### src/rtl/pc_fetch_unit.sv
// Fetch PC and F/D register for the five-stage MIPS pipeline.
// Branches and jumps resolve in D and have one delay slot.
module pc_fetch_unit #(
  parameter logic [31:0] RESET_PC = 32'h0000_3000
) (
  input  logic        PCU_clk_i,
  input  logic        PCU_rstn_i,
  input  logic        PCU_stall_i,
  input  logic [31:0] PCU_instr_F_i,
  input  logic [31:0] PCU_rs_data_D_i,
  input  logic [31:0] PCU_rt_data_D_i,
  output logic [31:0] PCU_pc_F_o,
  output logic [31:0] PCU_instr_D_o,
  output logic [31:0] PCU_pc_D_o,
  output logic        PCU_redirect_D_o
);

  localparam logic [5:0] OP_SPEC  = 6'b000000;
  localparam logic [5:0] OP_REGIM = 6'b000001;
  localparam logic [5:0] OP_J     = 6'b000010;
  localparam logic [5:0] OP_JAL   = 6'b000011;
  localparam logic [5:0] OP_BEQ   = 6'b000100;
  localparam logic [5:0] OP_BNE   = 6'b000101;
  localparam logic [5:0] OP_BLEZ  = 6'b000110;
  localparam logic [5:0] OP_BGTZ  = 6'b000111;
  localparam logic [5:0] FN_JR    = 6'b001000;
  localparam logic [5:0] FN_JALR  = 6'b001001;

  logic [31:0] pc_f;
  logic [31:0] instr_d;
  logic [31:0] pc_d;
  logic [31:0] next_pc;

  logic [5:0]  op;
  logic [4:0]  rt;
  logic [5:0]  funct;
  logic [15:0] imm;
  logic [25:0] index;

  assign op    = instr_d[31:26];
  assign rt    = instr_d[20:16];
  assign funct = instr_d[5:0];
  assign imm   = instr_d[15:0];
  assign index = instr_d[25:0];

  logic is_beq, is_bne, is_blez, is_bgtz;
  logic is_bltz, is_bgez, is_jump, is_jreg;

  assign is_beq  = (op == OP_BEQ);
  assign is_bne  = (op == OP_BNE);
  assign is_blez = (op == OP_BLEZ);
  assign is_bgtz = (op == OP_BGTZ);
  assign is_bltz = (op == OP_REGIM) && (rt == 5'b00000);
  assign is_bgez = (op == OP_REGIM) && (rt == 5'b00001);
  assign is_jump = (op == OP_J) || (op == OP_JAL);
  assign is_jreg = (op == OP_SPEC) &&
                   ((funct == FN_JR) || (funct == FN_JALR));

  logic signed [31:0] rs_s;
  logic [31:0]        pc_d4;
  logic [31:0]        br_tgt;
  logic [31:0]        j_tgt;

  assign rs_s   = $signed(PCU_rs_data_D_i);
  assign pc_d4  = pc_d + 32'd4;
  assign br_tgt = pc_d4 + {{14{imm[15]}}, imm, 2'b00};
  assign j_tgt  = {pc_d4[31:28], index, 2'b00};

  logic        taken;
  logic [31:0] target;

  always_comb begin
    taken  = 1'b0;
    target = br_tgt;
    unique case (1'b1)
      is_beq:  taken = (PCU_rs_data_D_i == PCU_rt_data_D_i);
      is_bne:  taken = (PCU_rs_data_D_i != PCU_rt_data_D_i);
      is_blez: taken = (rs_s <= 32'sd0);
      is_bgtz: taken = (rs_s > 32'sd0);
      is_bltz: taken = (rs_s < 32'sd0);
      is_bgez: taken = (rs_s >= 32'sd0);
      is_jump: begin
        taken  = 1'b1;
        target = j_tgt;
      end
      is_jreg: begin
        taken  = 1'b1;
        target = PCU_rs_data_D_i;
      end
      default: taken = 1'b0;
    endcase
  end

  assign next_pc = taken ? target : (pc_f + 32'd4);

  // The delay-slot word is always captured; a stall only freezes.
  always_ff @(posedge PCU_clk_i or negedge PCU_rstn_i) begin
    if (!PCU_rstn_i) begin
      pc_f    <= RESET_PC;
      instr_d <= 32'h0;
      pc_d    <= RESET_PC;
    end else if (!PCU_stall_i) begin
      pc_f    <= next_pc;
      instr_d <= PCU_instr_F_i;
      pc_d    <= pc_f;
    end
  end

  assign PCU_pc_F_o       = pc_f;
  assign PCU_instr_D_o    = instr_d;
  assign PCU_pc_D_o       = pc_d;
  assign PCU_redirect_D_o = taken;

endmodule

### config.mk
export PLATFORM = sky130hd
export DESIGN_NAME = pc_fetch_unit
export DESIGN_NICKNAME = d
export VERILOG_FILES = /design/src/rtl/pc_fetch_unit.sv
export SDC_FILE = /design/constraint.sdc
export NUM_CORES = 1
export LEC_CHECK = 0
export CAP_MARGIN = 20
export CORE_ASPECT_RATIO = 1.4
export CORE_MARGIN = 5
export CORE_UTILIZATION = 50
export CTS_BUF_LIST = sky130_fd_sc_hd__clkbuf_8 sky130_fd_sc_hd__clkbuf_16
export DETAILED_ROUTE_END_ITERATION = 8
export DONT_BUFFER_PORTS = 1
export GPL_TIMING_DRIVEN = 0
export HOLD_SLACK_MARGIN = 0.12
export PLACE_DENSITY = 0.74
export SLEW_MARGIN = 20
export SYNTH_ARGS = -nofsm -noshare
export SYNTH_HDL_FRONTEND = slang
export SYNTH_SLANG_ARGS = --single-unit
### constraint.sdc
create_clock -name PCU_clk_i -period 10 [get_ports PCU_clk_i]
set_input_delay 1 -clock PCU_clk_i [delete_from_list [all_inputs] [get_ports PCU_clk_i]]
set_output_delay 1 -clock PCU_clk_i [all_outputs]
set_load 0.1 [all_outputs]
# Word-level counts from Yosys, hierarchy flattened
# Index checks and enable logic that the tools add are counted.
# totals
in_bits,99
output_inout_bits,97
ff_bits,96
# op_classes
eq_ne,12
order_cmp,4
muxes,3
add_sub_neg,3
reduce_logical,8
# ops
op,n
$add 32x3->32 const B,2
$pmux 32 s2,1
$add 32x32->32,1
$eq 32x32->1,1
$ge 32x1->1 const B,1
$gt 32x1->1 const B,1
$le 32x1->1 const B,1
$lt 32x1->1 const B,1
$mux 32,1
$ne 32x32->1,1
$eq 6x3->1 const B,4
$eq 6x2->1 const B,2
$eq 6x4->1 const B,2
$pmux 1 s7,1
$eq 6x1->1 const B,1
$logic_not 6->1,1
$eq 5x1->1 const B,1
$logic_not 5->1,1
$logic_and 1x1->1,3
$logic_or 1x1->1,2
$reduce_or 2->1,1

# Logic depth before layout (Yosys ltp)
# Gate-level depths: netlist (run 1).
# logic_depth
word_depth,6
depth_mapped,18
mapped_depth_nobuf,16

# Worst setup path after synthesis (run 1)
# Ideal clock, no wire load.
# synth_path
path_type,register -> register
startpoint,"register pc_d[10], in the netlist PCU_pc_D_o[10]"
endpoint,"register pc_f[30], in the netlist PCU_pc_F_o[30]"
arrival_ns,4.192
setup_time_ns,0.094
setup_slack_ns,5.714
stages_incl_launch_ff,19
cell_sequence,dfrtp_1 -> and4_1 -> and3_1 -> buf_2 -> nand3_1 -> and2b_1 -> nand2_1 -> xnor2_1 -> ha_1 -> clkbuf_1 -> a21oi_1 -> o21ai_0 -> a21o_1 -> a2111oi_0 -> o21bai_1 -> a41oi_1 -> xnor2_1 -> nand2_1 -> a211oi_1
# synth_between
elab_chain_cells,4
# synth_lines
item,line_no,rtl
start: declaration,31,logic [31:0] pc_d;
start signal: assignment,105,pc_d <= pc_f;
$add 32x3->32 *,65,assign pc_d4 = pc_d + 32'd4;
$add 32x32->32,66,"assign br_tgt = pc_d4 + {{14{imm[15]}}, imm, 2'b00};"
$pmux 32 s2 *,75,unique case (1'b1)
$mux 32 *,94,assign next_pc = taken ? target : (pc_f + 32'd4);
end signal: assignment,103,pc_f <= next_pc;
end: declaration,29,logic [31:0] pc_f;
# Mark *: on every way between the ends. The rest lies on a longest branch, timed or not.
# A chain may end at the register's enable or synchronous reset.

# Worst setup path after layout (run 1)
# layout_path
startpoint,"register pc_d[4], in the netlist PCU_pc_D_o[4]"
endpoint,"register pc_f[30], in the netlist PCU_pc_F_o[30]"
# Same word-level chain as after synthesis.

==> results.txt, run 1 <==
The number of search-and-repair iterations in the first detailed-routing pass is 8. The average detailed-routed wire length per instance is 27.3 microns. The master of the slowest instance on the critical path is sky130_fd_sc_hd__dfrtp_1.

The global-route wire length before repair came out at 42300 microns. The final hold violation count is 0. Measured against its own limit, the worst slew margin works out to 23.0%. TritonCTS built the clock tree. After legalization and detailed placement, the total HPWL measured ~22000 microns. The sequential group share of total power came out at 54.5%. The final instance area is 7930 sq um. The net switching power came out at ~1.9 mW. The library cells used most frequently in the layout, excluding fill and tap cells, are sky130_fd_sc_hd__dfrtp_1 (91), sky130_fd_sc_hd__xnor2_1 (74), sky130_fd_sc_hd__nand2_1 (72), sky130_fd_sc_hd__a21oi_1 (65), sky130_fd_sc_hd__mux2_2 (57).

Data on the critical path arrives at its endpoint at roughly 5500 ps. The chip width came out at 113 microns. The worst register-to-register path has a setup slack of 4800 ps. Yosys attributes the largest share of cell area to sky130_fd_sc_hd__dfrtp_1 (31%), sky130_fd_sc_hd__xnor2_1 (8.8%), sky130_fd_sc_hd__mux2_2 (8.7%).

The cell type with the highest aggregate area in the netlist is sky130_fd_sc_hd__dfrtp_1. The category of the most critical setup path is register to register. STA classifies the critical path endpoint as a register. The synthesized netlist cell count came out at 826. The count of clock tree sinks is 96. In this run the post-CTS setup repair buffer count came out at 0. The post-route antenna net violation count is 0. The post-synthesis sequential area ratio is 32.6%. The async set-reset flop share out of synthesis came out at 100%. The top cell type's share of synthesized area came out at 31.2%. The standby leakage power is 3.05 nW. Setup repair after global routing left no endpoint under its margin. The transition at the pin with the smallest max-transition slack is 1150 ps. The DRC violation total after the first TritonRoute iteration came out at roughly 820.

After floorplanning, the core was divided into 52 placement rows. The number of slew-limit violations in the final report came out at 0. The clock transition at the registers of the reported paths is 80 ps. Counting flops with a built-in enable in the synthesized netlist gives 0. The worst register-to-register path ends at PCU_pc_F_o[30]$_DFFE_PN0N_. The H-tree generated during clock tree synthesis spans 3 levels. Subtracting the final worst setup slack from the clock period gives 5200 ps. Synthesis produced a netlist with a net count of just under 1000.

For this run, the top clock speed supported by timing is slightly below 0.2 GHz. The cell area that synthesis handed to floorplanning was 7380 sq um. After the flow finishes, the layout carries non-filler instances totaling 1032. The antenna diode count is 0. The worst supply voltage drop on vdd came out at between 0.2 and 0.25 mV. Clock skew on the completed layout was measured at between 15 and 20 ps.

Clock latency on the worst-skew pair, taken at its later pin, is 360 ps. Setup violations remaining at the end of the flow were counted as 0. The number of warnings printed during yosys synthesis came out at 0. The number of vias after detailed routing came out at 7122.

The max-cap violation count is 0. The hold slack came out at ~330 ps. The congestion estimate from routability-driven global placement came to 0.983.

The source of the critical timing path is PCU_pc_D_o[4]$_DFFE_PN0N_. The post-placement cell area is 7650 sq um. Of the total power, the share spent switching nets is between 60% and 70%. The number of different library cells in the post-synthesis netlist came out at 71.

The maximum net fanout on the critical path came out at 8. CTS placed an instance of sky130_fd_sc_hd__clkbuf_16 at the clock tree root. The class of the worst hold path is input port to asynchronous set/reset pin. The run finished with clean final reports. The total placed cells including tap cells is 1016.

After detailed routing, the number of remaining DRC violations is 0. The combinational group share of total power came out at between 30% and 40%. The total global routing track utilization is between 30% and 40%. The end-of-flow core utilization came out at 54.6%. The leading register cell type out of synthesis is sky130_fd_sc_hd__dfrtp_1. The area growth from synthesis to final layout is 7.37%. In the finished design, the share of the clock period the worst path needs comes to 52.0%. The required time of the critical path came out at 10280 ps. The worst setup path is launched from a register. The number of resized instances in the post-cts repair step is 0. In this run the mean area of a mapped cell was 8.94 sq um. The overflow left after global routing is 0.

The floorplan step defined a die boundary enclosing 17300 sq um. The setup slack after layout is 4800 ps. The fraction of power consumed by the clock network is 11.1%.

The number of antenna violations at the first check in global routing is 1. The library cell used most frequently in the layout, excluding fill and tap cells, is sky130_fd_sc_hd__dfrtp_1. The effective utilization at floorplan came out at 50.9%. Counting both buffers and inverters, the worst setup path holds a total of 2. The placement-stage worst setup slack came out at 4920 ps. The number of clock buffers inserted by TritonCTS is 9. Broken down by cell family, the worst path's largest delay share belongs to compound AO/OA/AOI/OAI gates. The worst register-to-register path has a depth of 18. The via count of the first global-routing pass was 7143. The signal on the critical path passes through and2_1 -> and4_1 -> and3_1 -> buf_2 -> and2b_1 -> nand2_1 -> xnor2_1 -> ha_1 -> clkbuf_1 -> a21oi_1 -> o21ai_0 -> a21o_1 -> a2111oi_0 -> o21bai_1 -> a41oi_1 -> xnor2_1 -> nand2_1 -> a211oi_1.

The internal power contribution came out at 1.12 mW. The average via count per standard cell is between 6 and 7. The design draws a little over 3 mW.

Entering global routing, the biggest net connects 97 pins. Counting flops and latches in the post-synthesis netlist gives 96. The setup TNS after final layout came out at 0 ps. At the end of the flow, the number of nets in the layout was ~970. In this run the count of I/O pins placed on the die edge is roughly 200.

The power density relative to cell area is 385 nW/um^2. The startpoint of the most critical register-to-register path is PCU_pc_D_o[4]$_DFFE_PN0N_. The delay of the slowest cell on the worst path came out at 1010 ps.

The fraction of final layout cells sized beyond drive strength 1 is 11.6%. No sink is reached through more buffers than the 2 on the longest clock path. The die height is 154 microns.

Buffers placed on the I/O ports in this run total 0. The number of hold buffers added after CTS came out at 0. The routed design has 28100 microns of wire. The core area is around 15000 sq um.
-- area by class of cell --
| class | instances | area, sq um |
|---|---|---|
| Clock buffer | 9 | 225 |
| Tap cell | 189 | 236 |
| Timing Repair Buffer | 1 | 27.5 |
| Multi-Input combinational cell | 668 | 4720 |
| Clock inverter | 7 | 53.8 |
| Buffer | 39 | 171 |
| Fill cell | 1331 | 6580 |
| Inverter | 23 | 86.3 |
| Sequential cell | 96 | 2410 |
-- cells by family (layout without fill, tap and decap cells) --
group | Yosys count | in the layout | synth area share (%)
adders and majority gates | 37 | 37 | 6.37
muxes | 60 | 60 | 9.10
buffers and inverters | 62 | 79 | 3.49
AOI/OAI and AO/OA | 231 | 231 | 20.5
xor gates and xnor gates | 86 | 86 | 10.2
DFF | 96 | 96 | 32.6
and+or+nand+nor | 254 | 254 | 17.7
-- cell usage after synthesis, types with 3 or more instances --
cell                       count
sky130_fd_sc_hd__dfrtp_1      92
sky130_fd_sc_hd__ha_1         36
sky130_fd_sc_hd__a222oi_1      8
sky130_fd_sc_hd__a221oi_1      7
sky130_fd_sc_hd__o21a_1        3
sky130_fd_sc_hd__nor3_1       14
sky130_fd_sc_hd__o221ai_1      4
sky130_fd_sc_hd__clkbuf_1     29
sky130_fd_sc_hd__nor4_1       13
sky130_fd_sc_hd__a311oi_1      4
sky130_fd_sc_hd__nor2_1       45
sky130_fd_sc_hd__a21oi_1      65
sky130_fd_sc_hd__buf_2         5
sky130_fd_sc_hd__a41oi_1       3
sky130_fd_sc_hd__o21bai_1      7
sky130_fd_sc_hd__xor2_1       12
sky130_fd_sc_hd__mux2_2       57
sky130_fd_sc_hd__and3_1       16
sky130_fd_sc_hd__xnor2_1      74
sky130_fd_sc_hd__a22o_1        3
sky130_fd_sc_hd__inv_1        21
sky130_fd_sc_hd__and2_1        8
sky130_fd_sc_hd__dfstp_2       4
sky130_fd_sc_hd__o31ai_1       3
sky130_fd_sc_hd__nand3_1      31
sky130_fd_sc_hd__a21o_1        5
sky130_fd_sc_hd__o211ai_1      4
sky130_fd_sc_hd__mux2i_1       3
sky130_fd_sc_hd__or3_1         4
sky130_fd_sc_hd__a31oi_1       7
sky130_fd_sc_hd__a22oi_1      19
sky130_fd_sc_hd__o22ai_1       9
sky130_fd_sc_hd__nor2b_1       4
sky130_fd_sc_hd__a211oi_1     10
sky130_fd_sc_hd__nand4_1      25
sky130_fd_sc_hd__and4_1        9
sky130_fd_sc_hd__nand2_1      72
sky130_fd_sc_hd__o21ai_0      49
-- power by group through the flow --
stage	clock (mW)	sequential (mW)	combinational, mW
detailed placement	0	1.67	1.01
floorplan	0	1.58	0.802
finish	0.340	1.66	1.05
global placement	0	1.67	0.997
global route	0.359	1.69	1.14
CTS	0.339	1.66	1.02
-- per-layer routing --
metal | global-route usage, % | vias up | part of all wire, % | wire [microns]
met5 | 0 | - | 0.025 | 7
met4 | 17.9 | 2 | 6.1 | 1710
met3 | 9.08 | 135 | 11 | 3080
met2 | 53.1 | 480 | 48 | 13600
met1 | 36.3 | 3379 | 35 | 9730
li1 | - | 3126 | - | -
-- state kept, by name, indices dropped and copies added (netlist names) --
name,count
PCU_pc_D_o,32
PCU_instr_D_o,32
PCU_pc_F_o,32
-- how the worst max path moves through the flow --
| stage | endpoint | slack [ps] | cells after the start |
|---|---|---|---|
| final | PCU_pc_F_o[30]$_DFFE_PN0N_ | 4800 | 18 |
| after global routing | PCU_pc_F_o[30]$_DFFE_PN0N_ | 4560 | 18 |
| after CTS | PCU_pc_F_o[30]$_DFFE_PN0N_ | 4910 | 18 |
| after detailed placement | PCU_pc_F_o[30]$_DFFE_PN0N_ | 4920 | 18 |
| after global placement | PCU_pc_F_o[30]$_DFFE_PN0N_ | 4970 | 18 |
| after floorplan | PCU_pc_F_o[30]$_DFFE_PN0N_ | 5710 | 18 |
Note: power is estimated with default switching activity, not from simulation.
==> run 2: changes to the inputs <==
clock period = 5.3 ns   (was 10 ns; I/O delays follow)
==> results.txt, run 2 (same netlist as run 1, synthesis figures left out) <==
Timing analysis after detailed placement gives a worst setup slack of 221 ps. The overall power after layout came out at 5.78 mW. Data on the critical path arrives at its endpoint at 5300 ps. The detailed placer's ending HPWL came out at 21800 microns.

The transition at the pin with the smallest max-transition slack is 1160 ps. The floorplan step set the die height to between 150 and 200 microns. Compared with the post-synthesis result, the final layout area differs by 7.96%. At the worst endpoint, the required time is between 5000 and 6000 ps. The delay of the slowest cell on the worst path is 1050 ps.

The worst max-slew margin expressed relative to the limit came out at a little under a quarter. The number of slew-limit violations in the final report is 0. The deepest level of the CTS H-tree came out at 3. The standby leakage power came out at 3.06 nW. The global-route wire length before repair came out at 42400 microns. The final estimated routing congestion in global placement came out at 0.983.

The setup TNS after final layout came out at 0 ps. Leaving out fill and tap cells, the most frequent cell in the layout is sky130_fd_sc_hd__dfrtp_1. The max-cap violation count is 0. TritonCTS built the clock tree.

The slowest stage of the critical path is the sky130_fd_sc_hd__dfrtp_1 cell. The number of search-and-repair iterations in the first detailed-routing pass came out at 6. Dividing the final minimum period by the clock period gives 94.7%. In this run the power density over the cells is 725 nW/um^2.

The routed wire length came out at around 28000 microns. The highest achievable clock rate came out at between 0.15 and 0.2 GHz. The worst supply voltage drop on vdd came out at 0.420 mV.

The total placed cells including tap cells is 1016. The flow ran to the end, and the final reports show no timing, DRC or antenna violations. The chip width is 113 microns. The core area is 14500 sq um. Port buffering added 0 buffers. The time the worst path needs with I/O delays and setup came out at 5020 ps.

The insertion delay of the later-clocked pin in the worst-skew pair is 360 ps. The setup slack after layout is 281 ps. The number of placement rows came out at 52. The effective utilization at floorplan is between 50% and 60%. Entering global routing, the biggest net connects 97 pins.

The clock root buffer master is sky130_fd_sc_hd__clkbuf_16. The number of antenna violations at the first check in global routing came out at 1. The final hold violation count is 0. The count of nets after finishing is 976. The cell family contributing the most delay on the critical path is compound AO/OA/AOI/OAI gates. The maximum net fanout on the critical path came out at 8. The signal on the critical path passes through and4_1 -> and3_1 -> buf_2 -> and2b_1 -> nand2_1 -> xnor2_1 -> ha_1 -> clkbuf_1 -> a21oi_1 -> o21ai_0 -> a21o_1 -> a2111oi_0 -> o21bai_1 -> a41oi_1 -> xnor2_1 -> nand2_1 -> a211oi_1. The post-route non-filler standard cell count came out at slightly above 1000.

The library cells used most frequently in the layout, excluding fill and tap cells, are sky130_fd_sc_hd__dfrtp_1 (86), sky130_fd_sc_hd__xnor2_1 (74), sky130_fd_sc_hd__nand2_1 (72), sky130_fd_sc_hd__a21oi_1 (65), sky130_fd_sc_hd__mux2_2 (57). The final instance area came out at 7970 sq um. The post-detailed-route DRC marker count came out at 0. Setup repair after global routing left no endpoint under its margin.

The worst setup path is launched from a register. The detailed router placed roughly 7100 vias in this run. The I/O pin total came out at 196. The count of clock tree sinks is 96. The post-placement cell area is 7650 sq um. The via count of the first global-routing pass was 7182.

The fraction of final layout cells sized beyond drive strength 1 is 12.3%. STA classifies the critical path endpoint as a register. The post-route antenna net violation count came out at 0. Together, buffers and inverters on the worst path number 2. The path class of the tightest hold or removal check is input port to register. The number of clock buffers inserted by TritonCTS came out at 9.

The DRC violation total after the first TritonRoute iteration came out at 801. The buffer depth of the longest clock path came out at 2. The worst setup skew after layout is roughly 20 ps. The overflow left after global routing came out at 0. The antenna diode count came out at 0. The total die area came out at 17300 sq um. The critical path is of the register to register type. After clock tree synthesis, the clock-pin slew on the worst setup and hold paths is 90 ps.

For this run, the total global-route usage over all layers was measured as a little under a third. The setup violation total in the final timing report is 0. After detailed routing, the average wire length per cell comes to between 20 and 30 microns. The average via count per standard cell came out at around 6.9.
==> run 2: cell count changes in the layout (fill, tap and decap cells not counted) <==
| cell | delta |
|---|---|
| sky130_fd_sc_hd__dfrtp_2 | +5 |
| sky130_fd_sc_hd__dlygate4sd3_1 | +1 |
| sky130_fd_sc_hd__buf_16 | +1 |
| sky130_fd_sc_hd__dfrtp_1 | -5 |
==> run 2: routing by layer <==
metal	GRT usage, %	vias to the layer above	part of all wire [%]
li1	-	3133	-
met1	36.2	3393	35
met2	53.3	474	49
met3	9.08	139	10
met4	18.2	2	6.3
met5	0	-	0.025
==> run 2: metrics by stage <==
step / hold WS, ps / util, %
2_1_floorplan: 234 / -
3_3_place_gp: 238 / 52.5
3_5_place_dp: 238 / 52.7
4_1_cts: 310 / 54.9
5_1_grt: 306 / 54.9
6_report: 311 / 54.9
==> run 2: worst register-to-register path, stage by stage, from the launching register on <==
cell and delay (ps):
sky130_fd_sc_hd__dfrtp_1 1050, sky130_fd_sc_hd__and4_1 510, sky130_fd_sc_hd__and3_1 190, sky130_fd_sc_hd__buf_2 240, sky130_fd_sc_hd__and2b_1 280, sky130_fd_sc_hd__nand2_1 100
sky130_fd_sc_hd__xnor2_1 180, sky130_fd_sc_hd__ha_1 310, sky130_fd_sc_hd__clkbuf_1 190, sky130_fd_sc_hd__a21oi_1 220, sky130_fd_sc_hd__o21ai_0 130, sky130_fd_sc_hd__a21o_1 220
sky130_fd_sc_hd__a2111oi_0 480, sky130_fd_sc_hd__o21bai_1 140, sky130_fd_sc_hd__a41oi_1 270, sky130_fd_sc_hd__xnor2_1 160, sky130_fd_sc_hd__nand2_1 70, sky130_fd_sc_hd__a211oi_1 220
==> run 2: where the power goes <==
part           internal (mW)  leakage (nW)  switching [mW]
clock                  0.324         0.135           0.321
sequential             0.932          1.12            2.21
combinational          0.868          1.81            1.12
total                   2.12          3.06            3.65
==> run 2: repair_timing <==
item / in CTS / in global routing
endpoints found under the setup margin: 0 / 2
buffers inserted: 0 / 0
hold buffers: 2 / 0
gates resized for setup: 0 / 5
hold endpoints to repair: 96 / 0
==> run 2: final timing paths <==
check	startpoint	endpoint	slack (ps)	cells after the start
hold reg to reg	PCU_pc_F_o[13]$_DFFE_PN1N_	PCU_pc_F_o[13]$_DFFE_PN1N_	800	2
setup / recovery	PCU_pc_D_o[6]$_DFFE_PN0N_	PCU_pc_F_o[30]$_DFFE_PN0N_	280	17
max in group asynchronous	PCU_rstn_i	PCU_pc_D_o[9]$_DFFE_PN0N_	4110	2
hold / removal	PCU_instr_F_i[23]	PCU_instr_D_o[23]$_DFFE_PN0N_	310	1
setup reg to reg	PCU_pc_D_o[6]$_DFFE_PN0N_	PCU_pc_F_o[30]$_DFFE_PN0N_	280	17
min in group asynchronous	PCU_rstn_i	PCU_instr_D_o[17]$_DFFE_PN0N_	780	2
==> run 2: area by class of cell <==
| class | count | area (sq um) |
|---|---|---|
| sequential | 96 | 2410 |
| inverter | 23 | 86.3 |
| clock inverter | 7 | 53.8 |
| clock buffer | 9 | 225 |
| fill | 1324 | 6540 |
| tap | 189 | 236 |
| timing repair buffer | 3 | 65.1 |
| buffer | 39 | 171 |
| multi-input combinational | 668 | 4720 |
